[config.mk]
export PLATFORM = sky130hd
export DESIGN_NAME = seven_segment_scan
export DESIGN_NICKNAME = d
export VERILOG_FILES = /design/src/rtl/seven_segment_pkg.sv /design/src/rtl/seven_segment_scan_bin2bcd.sv /design/src/rtl/seven_segment_scan.sv
export SDC_FILE = /design/constraint.sdc
export NUM_CORES = 1
export LEC_CHECK = 0
export ABC_AREA = 0
export CAP_MARGIN = 30
export CORE_MARGIN = 4
export CORE_UTILIZATION = 50
export DETAILED_ROUTE_END_ITERATION = 16
export GPL_ROUTABILITY_DRIVEN = 0
export GPL_TIMING_DRIVEN = 0
export PLACE_DENSITY_LB_ADDON = 0.1
export RECOVER_POWER = 25
export SETUP_SLACK_MARGIN = 0.2
export SYNTH_ARGS = -nofsm -noshare
export SYNTH_HDL_FRONTEND = slang
export SYNTH_SLANG_ARGS = --single-unit
[constraint.sdc]
create_clock -name clk_in -period 5.3 [get_ports clk_in]
set_input_delay 0.53 -clock clk_in [delete_from_list [all_inputs] [get_ports clk_in]]
set_output_delay 0.53 -clock clk_in [all_outputs]
set_load 0.02 [all_outputs]
[src/rtl/seven_segment_pkg.sv]
// Shared types, segment patterns and sizing helpers for the seven-segment scan driver.
package seven_segment_pkg;

  typedef enum logic [1:0] {
    ST_IDLE,
    ST_SHIFT,
    ST_DONE
  } conv_state_e;

  // Active-low segment patterns, bit order A..G (bit 6 = A, bit 0 = G)
  localparam logic [6:0] SEG_0     = 7'b0000001;
  localparam logic [6:0] SEG_1     = 7'b1001111;
  localparam logic [6:0] SEG_2     = 7'b0010010;
  localparam logic [6:0] SEG_3     = 7'b0000110;
  localparam logic [6:0] SEG_4     = 7'b1001100;
  localparam logic [6:0] SEG_5     = 7'b0100100;
  localparam logic [6:0] SEG_6     = 7'b0100000;
  localparam logic [6:0] SEG_7     = 7'b0001111;
  localparam logic [6:0] SEG_8     = 7'b0000000;
  localparam logic [6:0] SEG_9     = 7'b0000100;
  localparam logic [6:0] SEG_BLANK = 7'b1111111;
  localparam logic [6:0] SEG_DASH  = 7'b1111110;

  function automatic int unsigned cnt_width(input int unsigned div);
    return (div <= 1) ? 1 : $clog2(div);
  endfunction

  function automatic logic [6:0] seg_decode(input logic [3:0] nib);
    case (nib)
      4'd0:    return SEG_0;
      4'd1:    return SEG_1;
      4'd2:    return SEG_2;
      4'd3:    return SEG_3;
      4'd4:    return SEG_4;
      4'd5:    return SEG_5;
      4'd6:    return SEG_6;
      4'd7:    return SEG_7;
      4'd8:    return SEG_8;
      4'd9:    return SEG_9;
      default: return SEG_BLANK;
    endcase
  endfunction

endpackage

[src/rtl/seven_segment_scan_bin2bcd.sv]
// Sequential double-dabble converter: one input bit per cycle, sticky overflow when
// a set bit leaves the top BCD nibble.
module bin2bcd_seq
  import seven_segment_pkg::*;
#(
  parameter int unsigned BIN_W      = 27,
  parameter int unsigned NUM_DIGITS = 8
) (
  input  logic                    clk_i,
  input  logic                    rst_i,
  input  logic                    start_i,
  input  logic [BIN_W-1:0]        bin_i,
  output logic                    busy_o,
  output logic                    done_o,
  output logic [NUM_DIGITS*4-1:0] bcd_o,
  output logic                    ovf_o
);

  localparam int unsigned BW = NUM_DIGITS * 4;
  localparam int unsigned CW = $clog2(BIN_W + 1);

  conv_state_e      state_q, state_d;
  logic [BIN_W-1:0] bin_q, bin_d;
  logic [BW-1:0]    bcd_q, bcd_d;
  logic [BW-1:0]    adj;
  logic             ovf_q, ovf_d;
  logic [CW-1:0]    cnt_q, cnt_d;

  always_comb begin
    adj = bcd_q;
    for (int unsigned i = 0; i < NUM_DIGITS; i++) begin
      if (bcd_q[i*4 +: 4] >= 4'd5) adj[i*4 +: 4] = bcd_q[i*4 +: 4] + 4'd3;
    end

    state_d = state_q;
    bin_d   = bin_q;
    bcd_d   = bcd_q;
    ovf_d   = ovf_q;
    cnt_d   = cnt_q;

    case (state_q)
      ST_IDLE: begin
        if (start_i) begin
          bin_d   = bin_i;
          bcd_d   = '0;
          ovf_d   = 1'b0;
          cnt_d   = '0;
          state_d = ST_SHIFT;
        end
      end
      ST_SHIFT: begin
        {bcd_d, bin_d} = {adj, bin_q} << 1;
        ovf_d          = ovf_q | adj[BW-1];
        cnt_d          = cnt_q + 1'b1;
        if (cnt_q == CW'(BIN_W - 1)) state_d = ST_DONE;
      end
      ST_DONE:  state_d = ST_IDLE;
      default:  state_d = ST_IDLE;
    endcase
  end

  always_ff @(posedge clk_i or posedge rst_i) begin
    if (rst_i) begin
      state_q <= ST_IDLE;
      bin_q   <= '0;
      bcd_q   <= '0;
      ovf_q   <= 1'b0;
      cnt_q   <= '0;
    end else begin
      state_q <= state_d;
      bin_q   <= bin_d;
      bcd_q   <= bcd_d;
      ovf_q   <= ovf_d;
      cnt_q   <= cnt_d;
    end
  end

  assign busy_o = (state_q != ST_IDLE);
  assign done_o = (state_q == ST_DONE);
  assign bcd_o  = bcd_q;
  assign ovf_o  = ovf_q;

endmodule

[src/rtl/seven_segment_scan.sv]
// Multi-digit seven-segment driver: owns the committed display value, the refresh
// scan, leading-zero blanking, overflow dashes and the registered pin outputs.
module seven_segment_scan
  import seven_segment_pkg::*;
#(
  parameter int unsigned NUM_DIGITS  = 8,
  parameter int unsigned BIN_W       = 27,
  parameter int unsigned REFRESH_DIV = 100000
) (
  input  logic                  clk_in,
  input  logic                  rst_in,
  input  logic [BIN_W-1:0]      val_in,
  input  logic                  val_valid_in,
  output logic                  busy_out,
  input  logic [NUM_DIGITS-1:0] dp_in,
  input  logic                  blank_zeros_in,
  output logic [7:0]            cat_out,
  output logic [NUM_DIGITS-1:0] an_out,
  output logic                  overflow_out
);

  localparam int unsigned CW = cnt_width(REFRESH_DIV);
  localparam int unsigned IW = (NUM_DIGITS > 1) ? $clog2(NUM_DIGITS) : 1;
  localparam int unsigned DW = NUM_DIGITS * 4;
  localparam logic [NUM_DIGITS-1:0] AN_RST = ~(NUM_DIGITS'(1));

  logic          conv_done, conv_ovf;
  logic [DW-1:0] conv_bcd;

  logic [DW-1:0]         disp_q, disp_d;
  logic                  ovf_q, ovf_d;
  logic [CW-1:0]         cnt_q, cnt_d;
  logic [IW-1:0]         idx_q, idx_d;
  logic [NUM_DIGITS-1:0] an_q, an_d;
  logic [7:0]            cat_q, cat_d;
  logic [3:0]            nib;
  logic                  upper_nz;
  logic [6:0]            seg;

  bin2bcd_seq #(
    .BIN_W      (BIN_W),
    .NUM_DIGITS (NUM_DIGITS)
  ) u_conv (
    .clk_i   (clk_in),
    .rst_i   (rst_in),
    .start_i (val_valid_in),
    .bin_i   (val_in),
    .busy_o  (busy_out),
    .done_o  (conv_done),
    .bcd_o   (conv_bcd),
    .ovf_o   (conv_ovf)
  );

  always_comb begin
    disp_d = disp_q;
    ovf_d  = ovf_q;
    if (conv_done) begin
      disp_d = conv_bcd;
      ovf_d  = conv_ovf;
    end

    cnt_d = cnt_q + 1'b1;
    idx_d = idx_q;
    if (cnt_q == CW'(REFRESH_DIV - 1)) begin
      cnt_d = '0;
      idx_d = (idx_q == IW'(NUM_DIGITS - 1)) ? '0 : idx_q + 1'b1;
    end

    // A digit is a leading zero only if it and every more-significant digit are zero
    nib      = disp_q[{idx_q, 2'b00} +: 4];
    upper_nz = 1'b0;
    for (int unsigned j = 0; j < NUM_DIGITS; j++) begin
      if (j >= 32'(idx_q) && disp_q[j*4 +: 4] != 4'd0) upper_nz = 1'b1;
    end

    if (ovf_q)                                           seg = SEG_DASH;
    else if (blank_zeros_in && idx_q != '0 && !upper_nz) seg = SEG_BLANK;
    else                                                 seg = seg_decode(nib);

    an_d  = ~(NUM_DIGITS'(1) << idx_q);
    cat_d = {~dp_in[idx_q], seg};
  end

  always_ff @(posedge clk_in or posedge rst_in) begin
    if (rst_in) begin
      disp_q <= '0;
      ovf_q  <= 1'b0;
      cnt_q  <= '0;
      idx_q  <= '0;
      an_q   <= AN_RST;
      cat_q  <= {1'b1, SEG_0};
    end else begin
      disp_q <= disp_d;
      ovf_q  <= ovf_d;
      cnt_q  <= cnt_d;
      idx_q  <= idx_d;
      an_q   <= an_d;
      cat_q  <= cat_d;
    end
  end

  assign an_out       = an_q;
  assign cat_out      = cat_q;
  assign overflow_out = ovf_q;

endmodule
==> results by group, run 1 <==
Worst setup path
  • Required time of the critical path: 4.77 ns
  • Crit-path max FO: 10
  • Critical path launch point: u_conv.state_q[0]
  • Path depth of the worst reg2reg path: 9
  • Critical Path Sink: busy_out
  • Delay contributed by the slowest stage of the critical path: 0.59 ns
  • Worst path depth: 4
  • Slowest stage cell on the critical path: sky130_fd_sc_hd__clkdlybuf4s50_1
  • Endpoint kind of the worst setup timing path: output pin
  • Cell family with the largest share of critical-path delay: buffers and inverters
  • Crit path launch type: flop
  • R2R Path Start: idx_q[1]
  • Critical path buffers and inverters: 3
  • WP data arrival: 2.36 ns
  • Worst-path cell chain: clkbuf_1 -> buf_1 -> or2_2 -> clkdlybuf4s50_1
  • Worst Setup Path Type: flop to output pin
  • R2r setup slk: 2.47 ns
  • R2R Path End: cat_out[3]

Clock network
  • Clock Tree Root: sky130_fd_sc_hd__clkbuf_16
  • Sinks on Clock Net: 136
  • Number of hold-repair buffers added at the cts stage: 0
  • Buffers from clock root to sink, at most: 2
  • Clock slew seen by the registers of the worst setup and hold paths: 0.05 ns
  • Clock tree from TritonCTS: yes
  • Number of H-tree levels: 4
  • PostCTS Resize Cnt: 0
  • Buffers inserted by post-CTS timing repair: 0
  • Clock latency at the later pin of the worst-skew pair: 0.42 ns
  • Number of buffers added by the clock tree synthesis step: 17

Route
  • Vias per cell: 5.65
  • Initial DRC count: 320
  • Aggregate routed wire length: 14,600 um
  • Vias: 5,050
  • Count of TritonRoute iterations in the first routing pass: 5
  • Remaining design rule violation count: 0
  • Post-route antenna net violation count: 0
  • Wire per inst: 16.4 um

Global routing
  • Layer with the highest usage after global routing: met2
  • Met3 global-route usage: 5.59%
  • GR Util met1: 26.7%
  • Initial antenna violation count: 0
  • Global routing met2 resource utilization: 34.0%
  • Aggregate global-route resource usage: 20.8%
  • Global-route wire length before repair: 24,800 um
  • Vias in the first global route: 5,019
  • Pin count of the biggest net entering global routing: 70
  • GRT Residual Overflow: 0

Finish
  • Synthesis-to-layout area growth: 20.5%
  • Most frequent cells in the layout: sky130_fd_sc_hd__dfrtp_1 (127), sky130_fd_sc_hd__o21ai_0 (76), sky130_fd_sc_hd__nand2_1 (70)
  • Antenna Diode Count: 0
  • Area taken by flip-flops and latches: 0.00341 mm^2
  • Design Area, Final: 0.00806 mm^2
  • Footprint of the multi-input gates: 0.00301 mm^2
  • Leading cell type in the layout, fill and taps excluded: sky130_fd_sc_hd__dfrtp_1
  • Non-filler cells, final: 894
  • Filler Cells Inserted: 1,052
  • Final Net Count: 780
  • Share of layout cells above drive strength 1: 10.4%

Power and ir drop
  • Internal: 2.69 mW
  • Fraction of power spent switching nets: 35.2%
  • Combinational group share of total power: 32.4%
  • Static Leakage: 3.37 nW
  • Switching power: 1.46 mW
  • Post-route total power: 4.15 mW
  • Worst supply voltage drop on vdd: 286 uV
  • Seq pwr share: 40.0%
  • Pwr dens: 515 mW/mm^2
  • Clock network fraction of total power: 27.6%

STA
  • Final critical-path share of the clock period: 54.5%
  • RSZ-0062 raised after global routing: no
  • Relative slew slack: -105%
  • Final setup violation count: 0
  • Final min period: 2.89 ns
  • Max-slew violation count: 69
  • Least-Margin Pin Slew: 3.06 ns
  • Achievable frequency: 0.346 GHz
  • Hold violation count in the final report: 0
  • Worst clock skew: 0.00552 ns

Flow run
  • Reported max-cap violation count: 1

Synthesis
  • Async S/R FF share, synth: 100%
  • Sequential-to-total area share from yosys stat: 51.1%
  • #FFs+latches synth: 136
  • Top FF cell, synth: sky130_fd_sc_hd__dfrtp_1
  • EDFF count, synth: 0
  • YS warnings: 0
  • Cell Area, Synth: 0.00669 mm^2
  • Number of nets in the synthesized netlist: 704
  • Number of instances in the synthesized netlist: 634
  • Library cells used by synthesis: 54
  • Post-Synthesis Mean Instance Area: 10.5 um^2

Placement
  • Instance area after placement: 0.00750 mm^2
  • Inst Count DP: 863
  • IO Port Bufs: 56
  • Half-perimeter wire length after detailed placement: 10,400 um

Die
  • Floorplan Core Area: 0.0129 mm^2
  • Height of the die: 124 um
  • Number of rows in the core area: 41
  • Width of the chip: 124 um
  • Overall die area: 0.0153 mm^2
  • Top-level I/O count: 57
  • Effective utilization at floorplan: 51.9%

Status
  • Run status: finished, violations left
  • Violations in the final reports: max-capacitance violations, max-slew violations

Min path
  • Hold crit path type: flop to flop
## metal layers
| metal | vias up | routed length, um | part of all wire [%] |
|---|---|---|---|
| met5 | - | 0 | 0 |
| met4 | 0 | 218 | 1.5 |
| met3 | 22 | 722 | 4.9 |
| met2 | 133 | 7280 | 50 |
| met1 | 2475 | 6400 | 44 |
| li1 | 2420 | - | - |
## through the flow
step           hold slack, ns  TNS, ns  worst slack (ns)  util (%)
4_1_cts                 0.485        0              2.39      62.7
3_3_place_gp            0.463   -85.01            -0.676      58.0
2_1_floorplan           0.445        0              1.15         -
6_report                0.480        0              2.41      62.6
5_1_grt                 0.505        0              1.94      62.6
3_5_place_dp            0.473        0              2.76      58.2
## flip-flops by register name (all words and copies together) (netlist names)
register	flops
disp_q	32
u_conv.bcd_o	32
u_conv.bin_q	27
cnt_q	17
an_out	8
cat_out	8
u_conv.cnt_q	5
idx_q	3
u_conv.state_q	2
overflow_out	1
u_conv.ovf_o	1
## cell usage after synthesis, drive strengths merged, types with 13 or more instances
cell,n,share of area [%]
clkbuf,24,1.3
o21ai,76,5.7
ha,31,5.8
inv,27,1.5
a21oi,25,1.9
nor2,24,1.3
dfrtp,127,48
xnor2,16,2.1
nand2b,13,1.2
mux2,20,3.4
a22oi,28,3.1
nand3,15,1.1
nand2,70,3.9
## logic make-up after synthesis
group,after synthesis,share of synthesized area (%)
AOI/OAI and AO/OA,175,16.1
and+or+nand+nor,167,12.3
DFF,136,51.1
buffers and inverters,62,3.91
muxes,36,7.24
adders and majority gates,31,5.80
xor gates and xnor gates,27,3.54
## power by group through the flow
stage | logic [mW] | registers, mW | clock network, mW
6_report | 1.34 | 1.66 | 1.15
5_1_grt | 1.52 | 1.71 | 1.22
2_1_floorplan | 1.02 | 1.58 | 0
4_1_cts | 1.35 | 1.66 | 1.17
3_5_place_dp | 1.34 | 1.67 | 0
3_3_place_gp | 1.29 | 1.66 | 0
## final cells by class
type                    count  share of cell area (%)
plain buffers              33                    1.80
clock buffers              23                    5.93
clock inverters             8                    1.20
inverters                  29                    1.37
multi-input cells         436                    37.4
flip-flops and latches    136                    42.4
well taps                 172                    2.67
repair buffers             57                    7.30
## worst min-delay path by stage
stage | cells past startpoint | from | slack (ns) | end
after floorplan | 2 | u_conv.ovf_o | 0.44 | u_conv.ovf_o
after global placement | 2 | u_conv.bin_q[23] | 0.46 | u_conv.bin_q[23]
after detailed placement | 2 | u_conv.bin_q[26] | 0.47 | u_conv.bin_q[26]
after CTS | 1 | cnt_q[14] | 0.48 | cnt_q[14]
after global routing | 1 | cnt_q[14] | 0.51 | cnt_q[14]
final | 1 | cnt_q[14] | 0.48 | cnt_q[14]
No activity file was read; power rests on OpenSTA's default activity.
==> inputs of run 2 (changes only) <==
==> constraint.sdc (replaced) <==
create_clock -name clk_in -period 2.3 [get_ports clk_in]
set_input_delay 0.23 -clock clk_in [delete_from_list [all_inputs] [get_ports clk_in]]
set_output_delay 0.23 -clock clk_in [all_outputs]
set_load 0.02 [all_outputs]
==> run 2 against run 1 <==
The run now ends clean. Register-to-register slack worse by 2.4 ns. Cell area is 2.8% higher. Sequential power is 130% higher. Combinational power increased by 150%. Via count increased by 2.5%. Sequential share of layout area decreased by 1.1 points. Wire length rose by 5.5%. Final cell count up 1.9%. Critical path type is now flop to flop. Highest routed layer unchanged.
==> results by group, run 2 (synthesis gave the netlist of run 1 again) <==
Clock network
  • Clock tree from TritonCTS: yes (unchanged)
  • Clock Tree Root: sky130_fd_sc_hd__clkbuf_16 (unchanged)
  • Number of H-tree levels: 4 (unchanged)
  • Clock slew seen by the registers of the worst setup and hold paths: 0.05 ns (about the same)
  • Buffers from clock root to sink, at most: 2 (unchanged)
  • Clock latency at the later pin of the worst-skew pair: 0.42 ns (about the same)
  • Number of buffers added by the clock tree synthesis step: 17 (unchanged)
  • Sinks on Clock Net: 136 (unchanged)

Worst setup path
  • R2R Path Start: idx_q[1] (unchanged)
  • Required time of the critical path: 2.59 ns (was 4.77 ns)
  • Worst Setup Path Type: flop to flop (was flop to output pin)
  • Endpoint kind of the worst setup timing path: flop (was output pin)
  • Slowest stage cell on the critical path: sky130_fd_sc_hd__mux4_2 (was sky130_fd_sc_hd__clkdlybuf4s50_1)
  • Path depth of the worst reg2reg path: 10 (was 9)
  • Delay contributed by the slowest stage of the critical path: 0.52 ns (was 0.59 ns)
  • R2r setup slk: 0.11 ns (was 2.47 ns)
  • Crit path launch type: flop (unchanged)
  • R2R Path End: cat_out[2] (was cat_out[3])
  • WP data arrival: 2.48 ns (was 2.36 ns)
  • Crit-path max FO: 6 (was 10)
  • Worst-path cell chain: buf_6 -> buf_8 -> mux4_2 -> mux2i_4 -> buf_6 -> buf_6 -> ha_4 -> nand3_1 -> o22ai_1 -> nand2_1 (was clkbuf_1 -> buf_1 -> or2_2 -> clkdlybuf4s50_1)
  • Critical path's most frequent cell: sky130_fd_sc_hd__buf_6

Min path
  • Min-Delay Endpoint: u_conv.bin_q[0] (was cnt_q[14])
  • Number of instances on the worst hold path: 3 (was 1)
  • Startpoint of the worst hold path: val_in[0] (was cnt_q[14])
  • Hold crit path type: input pin to flop (was flop to flop)

Global routing
  • Vias in the first global route: 5,239 (was 5,019)
  • Pin count of the biggest net entering global routing: 46 (was 70)
  • GRT Residual Overflow: 0 (unchanged)
  • Global-route wire length before repair: 25,200 um (was 24,800 um)
  • Initial antenna violation count: 0 (unchanged)
  • Aggregate global-route resource usage: 21.2% (was 20.8%)

Route
  • Vias: 5,174 (was 5,050)
  • Post-route antenna net violation count: 0 (unchanged)
  • Initial DRC count: 416 (was 320)
  • Vias per cell: 5.68 (was 5.65)
  • Wire per inst: 16.9 um (was 16.4 um)
  • Remaining design rule violation count: 0 (unchanged)
  • Aggregate routed wire length: 15,400 um (was 14,600 um)
  • Count of TritonRoute iterations in the first routing pass: 7 (was 5)

Die
  • Height of the die: 124 um (unchanged)
  • Overall die area: 0.0153 mm^2 (unchanged)
  • Effective utilization at floorplan: 51.9% (unchanged)
  • Width of the chip: 124 um (unchanged)
  • Number of rows in the core area: 41 (unchanged)
  • Top-level I/O count: 57 (unchanged)
  • Floorplan Core Area: 0.0129 mm^2 (unchanged)

Power and ir drop
  • Pwr dens: 1160 mW/mm^2 (was 515 mW/mm^2)
  • Post-route total power: 9.58 mW (was 4.15 mW)
  • Worst supply voltage drop on vdd: 621 uV (was 286 uV)
  • Static Leakage: 3.45 nW (was 3.37 nW)

Status
  • Run status: completed (was finished, violations left)

Finish
  • Antenna Diode Count: 0 (unchanged)
  • Synthesis-to-layout area growth: 23.9% (was 20.5%)
  • Most frequent cells in the layout: sky130_fd_sc_hd__dfrtp_1 (126), sky130_fd_sc_hd__o21ai_0 (72), sky130_fd_sc_hd__nand2_1 (70) (was sky130_fd_sc_hd__dfrtp_1 (127), sky130_fd_sc_hd__o21ai_0 (76), sky130_fd_sc_hd__nand2_1 (70))
  • Post-route core utilization: 64.3% (was 62.6%)
  • Share of layout cells above drive strength 1: 16.8% (was 10.4%)
  • Final Net Count: 796 (was 780)
  • Leading cell type in the layout, fill and taps excluded: sky130_fd_sc_hd__dfrtp_1 (unchanged)

STA
  • Least-Margin Pin Slew: 1.01 ns (was 3.06 ns)
  • Post-route worst hold slack: 0.405 ns (was 0.480 ns)
  • Hold violation count in the final report: 0 (unchanged)
  • Final critical-path share of the clock period: 95.3%
  • Final setup violation count: 0 (unchanged)
  • Worst clock skew: 0.00608 ns (was 0.00552 ns)
  • Final min period: 2.19 ns
  • Max-slew violation count: 0 (was 69)
  • Achievable frequency: 0.456 GHz
  • RSZ-0062 raised after global routing: yes (was no)
  • Relative slew slack: 32.5% (was -105%)

Flow run
  • Reported max-cap violation count: 0 (was 1)

Placement
  • IO Port Bufs: 56 (unchanged)
  • Half-perimeter wire length after detailed placement: 10,700 um (was 10,400 um)
run 2: area by class of cell:
class	instances	area, um^2
clock inverter	3	17.5
clock buffer	29	500
inverter	29	114
tap	172	215
sequential	136	3420
buffer	33	165
timing repair buffer	73	702
fill	1048	4590
multi-input combinational	436	3150
run 2: repair_timing:
item	CTS	global route
hold buffers	0	0
endpoints found under the setup margin	18	12
buffers inserted	10	4
pin swaps	2	9
resized for setup	11	43
cloned	0	0
run 2: per-stage QoR:
step / cell area (um^2) / setup slack, ns / setup TNS, ns / instances
CTS: 8140 / 0.155 / 0 / 907
finish: 8280 / 0.108 / 0 / 911
detailed placement: 7520 / -0.0620 / -0.145 / 865
global placement: 7460 / -0.791 / -101.17 / 862
global route: 8280 / 0.0688 / 0 / 911
floorplan: 6680 / 0.152 / 0 / 634
run 2: worst max path at each step:
| stage | from | to | cells past startpoint | slack, ns |
|---|---|---|---|---|
| after floorplan | idx_q[1] | cat_out[3] | 9 | 0.15 |
| after global placement | rst_in | cat_out[3] | 2 | -0.79 |
| after detailed placement | idx_q[1] | cat_out[6] | 9 | -0.06 |
| after CTS | idx_q[1] | cat_out[6] | 9 | 0.16 |
| after global routing | idx_q[1] | cat_out[2] | 10 | 0.07 |
| final | idx_q[1] | cat_out[2] | 10 | 0.11 |
run 2: where the power goes:
group	switching (mW)	total, mW	internal [mW]
Combinational	1.85	3.31	1.46
Sequential	0.692	3.87	3.18
Clock	0.948	2.41	1.46
Total	3.49	9.58	6.09
run 2: worst max-delay path, delay by kind of cell, from the launching register on:
family | cells | cell delay (ns)
AND/OR/NAND/NOR | 2 | 0.16
multiplexers | 2 | 0.73
buffers and inverters | 4 | 0.51
adder cells (fa/ha/maj) | 1 | 0.12
AO/OA/AOI/OAI | 1 | 0.16
flip-flops | 1 | 0.37
run 2: per-layer routing:
layer  part of all wire [%]  vias up  track usage (%)
li1                       -     2455                -
met1                     43     2514             26.2
met2                     50      169             35.4
met3                    4.7       36             5.45
met4                    2.3        0             8.93
met5                      0        -                0
